===== src/rtl/bhargava_uart_host.sv =====
// Host-side UART loader: streams an 8-byte key, a mode byte and payload bytes, then closes the
// session with a single frame whose parity bit is deliberately wrong (the end marker).
module bhargava_uart_host #(
    parameter int    CLK_FREQ  = 200,
    parameter int    BAUD_RATE = 256000,
    parameter string PARITY    = "ODD"
) (
    input  logic        clk,
    input  logic        rst_n,
    input  logic        start,
    input  logic [63:0] key_in,
    input  logic        mode_in,
    input  logic [7:0]  data_in,
    input  logic        data_valid,
    output logic        data_ready,
    input  logic        stream_end_req,
    output logic        tx_out,
    output logic        busy,
    output logic        done,
    output logic [15:0] bytes_sent
);

    localparam int             DIV     = (CLK_FREQ * 1000000) / BAUD_RATE;
    localparam int             CW      = (DIV > 1) ? $clog2(DIV) : 1;
    localparam logic [CW-1:0]  DIV_M1  = CW'(DIV - 1);
    localparam logic           PAR_ODD = (PARITY == "ODD") ? 1'b1 : 1'b0;

    typedef enum logic [2:0] {S_IDLE, S_KEY, S_MODE, S_DATA, S_END} state_t;

    function automatic logic frame_parity(input logic [7:0] b, input logic odd, input logic inv);
        return (odd ? ~^b : ^b) ^ inv;
    endfunction

    state_t        r_state;
    state_t        w_next_state;
    logic [63:0]   r_key;
    logic          r_mode;
    logic [2:0]    r_key_cnt;
    logic          r_busy;
    logic          r_done;
    logic [15:0]   r_bytes;
    logic          r_tx;
    logic          r_ser_busy;
    logic [9:0]    r_frame;
    logic [3:0]    r_bit_cnt;
    logic [CW-1:0] r_div_cnt;

    logic          w_ser_last;
    logic          w_ser_free;
    logic          w_start_acc;
    logic          w_load;
    logic [7:0]    w_load_byte;
    logic          w_load_inv;
    logic          w_accept;
    logic          w_finish;
    logic          w_data_ready;
    logic [7:0]    w_key_byte;

    // The serialiser counts as free on its final stop-bit cycle so frames chain without a gap.
    assign w_ser_last = r_ser_busy && (r_bit_cnt == 4'd10) && (r_div_cnt == DIV_M1);
    assign w_ser_free = !r_ser_busy || w_ser_last;
    assign w_key_byte = r_key[{3'd7 - r_key_cnt, 3'b000} +: 8];

    // State register.
    always_ff @(posedge clk or negedge rst_n) begin
        if (!rst_n) begin
            r_state <= S_IDLE;
        end else begin
            r_state <= w_next_state;
        end
    end

    // Next-state decode.
    always_comb begin
        w_next_state = r_state;
        case (r_state)
            S_IDLE:  if (start) w_next_state = S_KEY;
                     else       w_next_state = S_IDLE;
            S_KEY:   if (w_ser_free && (r_key_cnt == 3'd7)) w_next_state = S_MODE;
                     else                                    w_next_state = S_KEY;
            S_MODE:  if (w_ser_free) w_next_state = S_DATA;
                     else            w_next_state = S_MODE;
            S_DATA:  if (w_ser_free && !data_valid && stream_end_req) w_next_state = S_END;
                     else                                              w_next_state = S_DATA;
            S_END:   if (w_ser_last) w_next_state = S_IDLE;
                     else            w_next_state = S_END;
            default: w_next_state = S_IDLE;
        endcase
    end

    // Per-state serialiser load requests and handshake; the first key byte goes out with start.
    always_comb begin
        w_start_acc  = 1'b0;
        w_load       = 1'b0;
        w_load_byte  = 8'h00;
        w_load_inv   = 1'b0;
        w_accept     = 1'b0;
        w_finish     = 1'b0;
        w_data_ready = 1'b0;
        case (r_state)
            S_IDLE: begin
                if (start) begin
                    w_start_acc = 1'b1;
                    w_load      = 1'b1;
                    w_load_byte = key_in[63:56];
                end else begin
                    w_start_acc = 1'b0;
                end
            end
            S_KEY: begin
                if (w_ser_free) begin
                    w_load      = 1'b1;
                    w_load_byte = w_key_byte;
                end else begin
                    w_load = 1'b0;
                end
            end
            S_MODE: begin
                if (w_ser_free) begin
                    w_load      = 1'b1;
                    w_load_byte = {7'b0000000, r_mode};
                end else begin
                    w_load = 1'b0;
                end
            end
            S_DATA: begin
                w_data_ready = w_ser_free;
                if (w_ser_free && data_valid) begin
                    w_load      = 1'b1;
                    w_load_byte = data_in;
                    w_accept    = 1'b1;
                end else if (w_ser_free && stream_end_req) begin
                    w_load      = 1'b1;
                    w_load_byte = 8'h00;
                    w_load_inv  = 1'b1;
                end else begin
                    w_load = 1'b0;
                end
            end
            S_END: begin
                if (w_ser_last) w_finish = 1'b1;
                else            w_finish = 1'b0;
            end
            default: w_load = 1'b0;
        endcase
    end

    // Session bookkeeping: latched key/mode, key byte index, busy/done and payload count.
    always_ff @(posedge clk or negedge rst_n) begin
        if (!rst_n) begin
            r_key     <= 64'h0;
            r_mode    <= 1'b0;
            r_key_cnt <= 3'd0;
            r_busy    <= 1'b0;
            r_done    <= 1'b0;
            r_bytes   <= 16'h0000;
        end else begin
            r_done <= w_finish;
            if (w_start_acc) begin
                r_key     <= key_in;
                r_mode    <= mode_in;
                r_key_cnt <= 3'd1;
                r_bytes   <= 16'h0000;
                r_busy    <= 1'b1;
            end else if (w_finish) begin
                r_busy <= 1'b0;
            end
            if ((r_state == S_KEY) && w_load) r_key_cnt <= r_key_cnt + 3'd1;
            if (w_accept) r_bytes <= r_bytes + 16'd1;
        end
    end

    // Frame serialiser: start bit, 8 data bits LSB first, parity, stop; DIV cycles per bit.
    always_ff @(posedge clk or negedge rst_n) begin
        if (!rst_n) begin
            r_tx       <= 1'b1;
            r_ser_busy <= 1'b0;
            r_frame    <= 10'h3FF;
            r_bit_cnt  <= 4'd0;
            r_div_cnt  <= '0;
        end else if (w_load) begin
            r_tx       <= 1'b0;
            r_ser_busy <= 1'b1;
            r_frame    <= {1'b1, frame_parity(w_load_byte, PAR_ODD, w_load_inv), w_load_byte};
            r_bit_cnt  <= 4'd0;
            r_div_cnt  <= '0;
        end else if (r_ser_busy) begin
            if (r_div_cnt == DIV_M1) begin
                r_div_cnt <= '0;
                if (r_bit_cnt == 4'd10) begin
                    r_ser_busy <= 1'b0;
                    r_tx       <= 1'b1;
                end else begin
                    r_bit_cnt <= r_bit_cnt + 4'd1;
                    r_tx      <= r_frame[0];
                    r_frame   <= {1'b1, r_frame[9:1]};
                end
            end else begin
                r_div_cnt <= r_div_cnt + {{(CW-1){1'b0}}, 1'b1};
            end
        end
    end

    assign tx_out     = r_tx;
    assign busy       = r_busy;
    assign done       = r_done;
    assign bytes_sent = r_bytes;
    assign data_ready = w_data_ready;

endmodule


===== config.mk =====
export PLATFORM = sky130hd
export DESIGN_NAME = bhargava_uart_host
export DESIGN_NICKNAME = d
export VERILOG_FILES = /design/src/rtl/bhargava_uart_host.sv
export SDC_FILE = /design/constraint.sdc
export NUM_CORES = 1
export LEC_CHECK = 0
export CAP_MARGIN = 40
export CORE_UTILIZATION = 58
export CTS_CLUSTER_SIZE = 12
export DETAILED_ROUTE_END_ITERATION = 16
export GPL_ROUTABILITY_DRIVEN = 1
export PLACE_DENSITY = 0.86
export SLEW_MARGIN = 10
export SYNTH_ARGS = -nofsm -noshare
export SYNTH_HDL_FRONTEND = slang
export SYNTH_SLANG_ARGS = --single-unit

===== constraint.sdc =====
create_clock -name clk -period 5.1 [get_ports clk]
set_input_delay 1.02 -clock clk [delete_from_list [all_inputs] [get_ports clk]]
set_output_delay 1.02 -clock clk [all_outputs]
set_load 0.01 [all_outputs]

==> flow_summary.yaml <==
finish:
  nFillCells: 584
  seqCellArea_um2: 2870
  nets: 778
  layout_common_cells: "nand2_1 (225), dfrtp_1 (104), clkdlybuf4s50_1 (96), nor2_1 (33), o21ai_0 (30)"
  drive_gt1_share_pct: 9.35
  n_antenna_cell: 0
  fin_area_um2: 7420
  multiInputGateArea_um2: 2680
  syn_to_final_growth_pct: 29.2
  final_common_cell: "nand2_1"
sta:
  final.period_utilization_pct: 75.6
  min_period_ns: 3.86
  max_freq_mhz: 259
  setup_viol: 0
  finalMaxSlewViolations: 0
  setup_ws_ns: 1.24
  fin_setup_tns_ns: 0
  grt_setup_unrepaired: "false"
  hold_violations: 0
  tightest_slew_ns: 0.833
  relSlewSlack_pct: 44.4
  clock_skew_ns: 0.00979
logic_synthesis:
  synth_edf_count: 0
  synth_seq_cells: 114
  ys_seq_area_share_pct: 49.9
  synth_top_cell_by_area: "dfrtp_1"
  yosys-top-cells-area: "dfrtp_1 (45%), nand2_1 (15%), mux4_1 (7.3%)"
  synth_async_sr_flop_share_pct: 100
  syn_inst: 602
  yosys_warnings: 0
  avgSynthCellArea_um2: 9.54
  synth_cell_types: 51
  syn_area_um2: 5740
  synth_flop_cell: "dfrtp_1"
  netlist.area_leader.share_pct: 45.3
  synth_fp_nets: 687
placement:
  place_area_um2: 6790
  pre_cts_slack_ns: 1.31
  io_buffers: 97
  hpwl_um: 9610
  gp_congestion: 0.838
clocking:
  clock_latency_ns: 0.52
  cts_sinks: 114
  cts_tree: "yes"
  cts_buffer_depth: 2
  htreeDepth: 4
  clkTransAtPathRegs_ns: 0.06
  ctsResizeCount: 0
  ctsHoldBuffers: 0
  cts_root_buffer: "clkbuf_8"
  post_cts_buffers: 0
  numCtsBuffers: 17
critical_path:
  cp_slowest_stage_delay_ns: 0.55
  crit_type: "reg2out"
  path_cells: "inv_1 -> ha_1 -> nand3b_1 -> o41ai_4 -> buf_4 -> and3_1 -> clkdlybuf4s50_1"
  crit_slowest_cell: "clkdlybuf4s50_1"
  path_max_fanout: 26
  cp_data_arrival_time_ns: 2.84
  startpoint_type: "register"
  path_buf_inv: 3
  crit_required_ns: 4.08
  reg2reg_setup_slack_ns: 2.10
  cp_top_family: "buffers and inverters"
  critPathCaptureType: "output pin"
floorplan:
  row_count: 35
  fp.dieH_um: 102
  core_um2: 9420
  dieArea_um2: 10300
  start_util_pct: 61.0
  io_pins: 98
  die_width_um: 102
power:
  p_leak_nw: 3.54
  irDropWorstVdd_uv: 249
  powerDensity_nw_per_um2: 423
run_status:
  run_status: "finished, final reports clean"
route:
  num_vias: 4994
  antenna_left: 0
  drt_first_pass_iters: 7
  viasPerCell: 5.98
  wire_per_inst_um: 17.9
  drc: 0
  drt_wl_total_um: 14900
  first_iter_violations: 349
global_routing:
  gr-usage-met2_pct: 54.7
  grt_pass1_vias: 5115
  grt_overflow: 0
  busiest_layer: "met2"
  grt_max_degree: 67
  met1_usage_pct: 38.2
  antenna_found_initial: 0
  grt_pass1_wl_um: 24700
  grtUsageTotal_pct: 31.9
  use_met3_pct: 8.07
hold_path:
  hold_path_class: "in2async"
run:
  maxCapViolCount: 0
==> synth_stat cells (2+ instances only) <==
library cell  instances
buf_2                 3
mux4_1               16
inv_1                 9
nand2_1             225
nor2_1               33
mux2i_1               6
o211a_1               4
nor3_1                4
nand2b_1              5
buf_6                 4
a32o_1                4
a21oi_1              11
nand3_1              12
dfrtp_1             104
ha_1                  7
xor2_1                9
a32oi_1               4
mux2_2                8
o21ai_0              30
o211ai_1              4
dfstp_2              10
and3_1               13
xnor2_1               2
and2_1                2
nand3b_1              2
a211oi_1              4
clkbuf_1             23
a211o_1               3
nand4_1              10
a31oi_1              10
==> cell families after synthesis <==
| family | synth area share (%) |
|---|---|
| mux | 9.93 |
| simple gates | 23.6 |
| compound gates | 9.78 |
| buf+inv | 3.55 |
| flops | 49.9 |
| xor+xnor | 1.68 |
| fa+ha+maj | 1.52 |
==> routing by layer <==
metal	up-vias	wire length, um
met3	45	948
li1	2258	-
met1	2456	5800
met5	-	0
met2	235	7670
met4	0	499
==> layout make-up <==
class / count / area share, %
repair buffers: 104 / 14.1
clock inverters: 12 / 2.39
well taps: 129 / 2.17
flip-flops and latches: 114 / 38.6
inverters: 9 / 0.455
multi-input cells: 447 / 36.1
clock buffers: 20 / 6.14
==> flip-flops by register name, indices dropped and copies added, names as in the netlist <==
| name | flops |
|---|---|
| r_key | 64 |
| r_mode | 1 |
| r_ser_busy | 1 |
| busy | 1 |
| done | 1 |
| r_bit_cnt | 4 |
| r_state | 3 |
| tx_out | 1 |
| bytes_sent | 16 |
| r_frame | 9 |
| r_div_cnt | 10 |
| r_key_cnt | 3 |
==> final timing paths <==
kind / from / to / depth (start not counted)
min: rst_n / bytes_sent[9] / 1
min reg2reg: r_key[23] / r_key[23] / 2
min in group clk: r_key[23] / r_key[23] / 2
max in group asynchronous: rst_n / r_frame[1] / 3
max reg2reg: r_state[0] / r_frame[8] / 8
max: r_bit_cnt[0] / data_ready / 7
==> power by group <==
group          total (W)  internal [W]  leakage [nW]  switching [W]
clock            0.00128      0.000834         0.300       0.000448
sequential       0.00130       0.00115          1.43       0.000149
combinational   0.000558      0.000288          1.81       0.000270
==> metrics by stage <==
| stage | total power, W | cells | utilization [%] | hold WS [ns] |
|---|---|---|---|---|
| floorplan | 0.00164 | 602 | - | 0.437 |
| global placement | 0.00180 | 800 | 71.6 | 0.450 |
| global route | 0.00327 | 835 | 78.8 | 0.371 |
| CTS | 0.00314 | 835 | 78.8 | 0.366 |
| finish | 0.00314 | 835 | 78.8 | 0.370 |
| detailed placement | 0.00185 | 803 | 72.1 | 0.456 |
(Power assumes the default switching activity.)
